[src/rtl/fadd_4.sv]
`default_nettype none
// ============================================================================
// Module   : fadd_4
// Purpose  : Registered WIDTH-bit ripple-carry adder. Computes
//            {cout,sum} = in1 + in2 + cin through a chain of one-bit full
//            adders and registers the result together with a two's-complement
//            overflow flag and a one-cycle output strobe.
// Ports    : clk       - rising-edge clock
//            rst       - synchronous, active-high reset
//            in_valid  - qualifies in1/in2/cin this cycle
//            in1, in2  - WIDTH-bit operands
//            cin       - carry-in (weight 1)
//            sum       - registered low WIDTH bits of the result
//            cout      - registered carry-out (bit WIDTH of the result)
//            ovf       - registered signed overflow (carry into MSB ^ carry out)
//            out_valid - high for one cycle when a new result is presented
// Revision : 1.0 - initial release
// ============================================================================
module fadd_4 #(
  parameter int WIDTH = 4
) (
  input  logic             clk,
  input  logic             rst,
  input  logic             in_valid,
  input  logic [WIDTH-1:0] in1,
  input  logic [WIDTH-1:0] in2,
  input  logic             cin,
  output logic [WIDTH-1:0] sum,
  output logic             cout,
  output logic             ovf,
  output logic             out_valid
);

  // Carry chain: w_c[0] is the carry-in, w_c[WIDTH] is the carry-out.
  logic [WIDTH:0]   w_c;
  logic [WIDTH-1:0] w_s;

  assign w_c[0] = cin;

  generate
    for (genvar i = 0; i < WIDTH; i++) begin : g_fa
      logic w_p;
      assign w_p      = in1[i] ^ in2[i];
      assign w_s[i]   = w_p ^ w_c[i];
      assign w_c[i+1] = (in1[i] & in2[i]) | (w_c[i] & w_p);
    end
  endgenerate

  // With WIDTH=1 this naturally becomes c_1 ^ cin because w_c[0] is cin.
  logic w_ovf;
  assign w_ovf = w_c[WIDTH] ^ w_c[WIDTH-1];

  logic [WIDTH-1:0] sum_q,   sum_d;
  logic             cout_q,  cout_d;
  logic             ovf_q,   ovf_d;
  logic             valid_q, valid_d;

  // Idle cycles keep the last result visible; only the strobe drops.
  always_comb begin
    sum_d   = sum_q;
    cout_d  = cout_q;
    ovf_d   = ovf_q;
    valid_d = 1'b0;
    if (in_valid) begin
      sum_d   = w_s;
      cout_d  = w_c[WIDTH];
      ovf_d   = w_ovf;
      valid_d = 1'b1;
    end
  end

  // Reset wins over in_valid on the same edge; that input is dropped.
  always_ff @(posedge clk) begin
    if (rst) begin
      sum_q   <= '0;
      cout_q  <= 1'b0;
      ovf_q   <= 1'b0;
      valid_q <= 1'b0;
    end else begin
      sum_q   <= sum_d;
      cout_q  <= cout_d;
      ovf_q   <= ovf_d;
      valid_q <= valid_d;
    end
  end

  assign sum       = sum_q;
  assign cout      = cout_q;
  assign ovf       = ovf_q;
  assign out_valid = valid_q;

endmodule
`default_nettype wire

[config.mk]
export PLATFORM = sky130hd
export DESIGN_NAME = fadd_4
export DESIGN_NICKNAME = d
export VERILOG_FILES = /design/src/rtl/fadd_4.sv
export SDC_FILE = /design/constraint.sdc
export NUM_CORES = 1
export LEC_CHECK = 0
export ABC_AREA = 1
export BUFFER_PORTS_ARGS = -buffer_cell sky130_fd_sc_hd__buf_2
export CELL_PAD_IN_SITES_DETAIL_PLACEMENT = 0
export CELL_PAD_IN_SITES_GLOBAL_PLACEMENT = 1
export CORE_UTILIZATION = 25
export DETAILED_ROUTE_END_ITERATION = 16
export PLACE_DENSITY = 0.75
export SLEW_MARGIN = 20
export SYNTH_ARGS = -nofsm -noshare
export SYNTH_HDL_FRONTEND = slang
export SYNTH_SLANG_ARGS = --single-unit
[constraint.sdc]
create_clock -name clk -period 2.4 [get_ports clk]
set_clock_uncertainty 0.15 [all_clocks]
set_input_delay 0.48 -clock clk [delete_from_list [all_inputs] [get_ports clk]]
set_output_delay 0.48 -clock clk [all_outputs]
set_load 0.01 [all_outputs]
## Word-level counts from Yosys, hierarchy flattened

Index checks and enable logic that the tools add are counted.

- Register bits after elaboration: 7
- Input port bits: 12
- Output and inout bits: 7
- Logic and storage cells: 26

- Bitwise operators: 21
- Multiplexer cells: 1

Operator list:

| operator | number |
|---|---|
| $xor A1 B1 Y1 | 9 |
| $and A1 B1 Y1 | 8 |
| $or A1 B1 Y1 | 4 |
| $mux W1 | 1 |

## Depth between registers and ports, before layout

- Depth in word-level cells: 10
- Gate-level depth with buffers: 11
- Depth with buffers taken out: 11

## Least setup slack after synthesis

Ideal clock, no wire load.

- Kind: input -> register
- From: in in1[0]
- To: reg sum_q[3], in the netlist sum[3]
- Setup time: 0.064 ns
- Buffers on the path: 0
- Data required time: 2.186 ns
- Data arrival time: 2.156 ns
- Cell stages on the path: 10
- Setup slack: 0.031 ns
- Cell sequence: fa_1 > inv_1 > fa_1 > inv_1 > fa_1 > inv_1 > fa_1 > nand2_1 > nand2_1 > nor2_1

- Longest elaborated chain between the ends: 8
- Elaborated cells on any way between the ends: 9
- Classes of those cells: bitwise: 9

RTL lines:

| what | line | source |
|---|---|---|
| start, declared | 25 | `input logic [WIDTH-1:0] in1,` |
| $xor A1 B1 Y1 | 43 | `assign w_p = in1[i] ^ in2[i];` |
| $and A1 B1 Y1 | 45 | `assign w_c[i+1] = (in1[i] & in2[i]) \| (w_c[i] & w_p);` |
| $or A1 B1 Y1 * | 45 |  |
| $and A1 B1 Y1 * | 45 |  |
| $or A1 B1 Y1 * | 45 |  |
| $and A1 B1 Y1 * | 45 |  |
| $or A1 B1 Y1 * | 45 |  |
| $xor A1 B1 Y1 * | 44 | `assign w_s[i] = w_p ^ w_c[i];` |
| end signal, assigned | 80 | `sum_q <= sum_d;` |
| end, declared | 53 | `logic [WIDTH-1:0] sum_q, sum_d;` |

Mark *: on every way between the ends. The rest lies on a longest branch, timed or not.
A chain may end at the register's enable or synchronous reset.

## Final worst setup path

Ends and elaborated chain as after synthesis.

==> impl_results.md <==
- Met1 Track Usage GR: 0.121
- Post-synthesis sequential area ratio: 0.360
- Pin count of the biggest net entering global routing: 12
- Gp weighted congestion: 0.651
- Drt wl/cell: 8.30 µm
- Max clock buf depth: 2
- Cell Count, Final, Fillers Out: 83
- Initial Util: 0.285
- Detail Placement HPWL: 565 µm
- Fin crit period: 2.24 ns
- Run status: finished, final reports clean
- Via/cell ratio: 3.93
- Post-synthesis xor/xnor area fraction: 0
- Period utilisation layout: 0.934
- DIE HEIGHT: 41.5 µm
- Synth async-reset ratio: 0
- Post-Synth Adder-Cell Area: 0.206
- WL final: 689 µm
- First-pass GRT wire length: 1.24 mm
- WHS Path Cells: 2
- GRT met3 Usage: 0.0174
- M2 GR Usage: 0.125
- Worst skew pair latency: 0.25 ns
- Post-synth top cells: nor2_1, inv_1, dfxtp_1, nand2_1, fa_1
- Main combinational cell family by area after synthesis: simple AND/OR/NAND/NOR gates
- FMAX: 446 MHz
- CP max stage cell: fa_1
- Mapped Nets: 62
- Clock Pin Slew Worst Setup and Hold Paths: 0.05 ns
- Root buffer cell: clkbuf_4
- Buf/Inv on CP: 4
- Crit. End Element: flip-flop
- Starting DRT DRC Count: 3
- Max Slew Vio Count: 0
- FILL cells: 161
- PwrDens: 593 nW/µm²
- Synth unique cells: 11
- Final core utilization: 0.383
- Num CTS Buffers: 3
- Slew margin rel.: 0.857
- RSZ-0062 raised after global routing: false
- Final hold slack: 0.255 ns
- Worst path cell trace: buf_2, fa_1, inv_1, fa_1, inv_1, fa_2, inv_1, fa_1, nand2_1, nand2_1, nor2_1
- Placeable Area: 1370 µm²
- Post-route DRC: 0
- H-Tree Depth: 1
- Placed insts: 79
- Critical path arrival: 2.28 ns
- Critical path peak fanout: 2
- GRT Max-Usage Layer: met4
- HP Class: primary input to flip-flop
- Final setup viols: 0
- Num Clock Sinks: 7
- Post-route ant nets: 0
- Die span in x: 41.5 µm
- First-pass DRT Iterations: 4
- Post-synth EDFFs: 0
- Number of global-route vias before repair: 301
- Via count: 326
- Cell count after synthesis: 46
- Count leader, synth: nor2_1
- Die area: 1720 µm²
- Startpoint Class: primary input
- #FFs+latches synth: 7
- Worst endpoint required time: 2.44 ns
- CTS tree: yes
- Initial antenna violation count: 0
- Ant diodes: 0
- Flop2flop setup slack: 1.67 ns
- Top Family by Delay on Critical Path: adder cells
- Worst-margin pin slew: 0.215 ns
- Gr ovfl total: 0
- Avg Synthesized Cell Area: 8.46 µm²
- Number of port buffers: 18
- Area delta synth->final: 34.4%
- Syn Std Cell Area: 389 µm²
- Nets: 85
- Post-synth top area cell: dfxtp_1
- Simple-Gate Fraction of Synth Area: 0.225
- Most used DFF post-synth: dfxtp_1
- Multiplexer share of the synthesized area: 0
- R2R depth: 2
- MaxCap Viol Count: 0
- Peak VDD IR: 0.150 mV
- Top post-synthesis cells by area: dfxtp_1, fa_1, nor2_1
- Gr usage total: 0.102
- Static Leak: 0.294 nW
- CP Class: primary input to flip-flop
- Top-area cell type share of the netlist area: 0.360
- Synth warn: 0
- Layout cells sized above 1: 0.412
- Final hold vios: 0
- Setup TNS: 0 ns
- Number of I/O pins: 19
- Post-synthesis compound-gate area fraction: 0.0579
- Biggest cell delay along the critical path: 0.41 ns
- Crit path depth: 11
- Site row count: 13
-- final cells by class --
class                   count  area, µm²  area share
clock buffers               4       26.3      0.0502
inverters                   9       47.5      0.0909
multi-input cells          29        193       0.368
flip-flops and latches      7        140       0.268
well taps                  15       18.8      0.0359
repair buffers             19       97.6       0.187
-- metrics by stage --
stage | total power [mW] | setup WS, ns | instance area (µm²)
global route | 0.334 | 0.0402 | 523
finish | 0.310 | 0.157 | 523
CTS | 0.317 | 0.0844 | 520
detailed placement | 0.208 | -0.180 | 494
floorplan | 0.179 | 0.0306 | 389
global placement | 0.205 | -0.124 | 494
-- state kept, by name, summed over array words and instances (netlist names) --
name       flops
cout           1
out_valid      1
ovf            1
sum            4
-- path summary, 6_finish.rpt --
path                             endpoint   start
worst min register to register     sum[1]  sum[1]
worst max register to register     sum[0]  sum[0]
worst min-delay path            out_valid     rst
worst max-delay path               sum[3]  in1[0]
-- routing by layer --
| layer | vias to the layer above | wire length (µm) |
|---|---|---|
| li1 | 175 | - |
| met1 | 131 | 315 |
| met2 | 16 | 276 |
| met3 | 4 | 47 |
| met4 | 0 | 50 |
| met5 | - | 0 |
-- timing repair --
item	4_1_cts	5_1_grt
hold endpoints to repair	0	0
resized for setup	0	1
hold buffers	0	0
endpoints found under the setup margin	0	1
setup buffers	0	0
-- power breakdown --
part,total [mW],internal (mW),switching [mW],leakage [nW]
Sequential,0.131,0.127,0.00436,0.0582
Combinational,0.0731,0.0354,0.0377,0.221
Clock,0.106,0.0634,0.0425,0.0150
-- cell usage in the layout (no fill, tap or decap) --
master	netlist	layout
buf_2	0	18
nor2_1	13	13
inv_1	8	8
nand2_1	7	7
dfxtp_1	7	7
fa_1	4	3
clkbuf_4	0	3
o21ai_2	2	2
bufinv_8	1	1
nand2_2	1	1
nor2_2	1	1
o21ai_1	1	1
fa_2	0	1
clkbuf_1	0	1
buf_4	0	1
-- cells by family (layout without fill, tap and decap cells) --
family                     Yosys count  in the layout
AOI/OAI and AO/OA                    3              3
DFF                                  7              7
adders and majority gates            4              4
buffers and inverters               10             32
and+or+nand+nor                     22             22
Power figures use the tool's default switching activity.
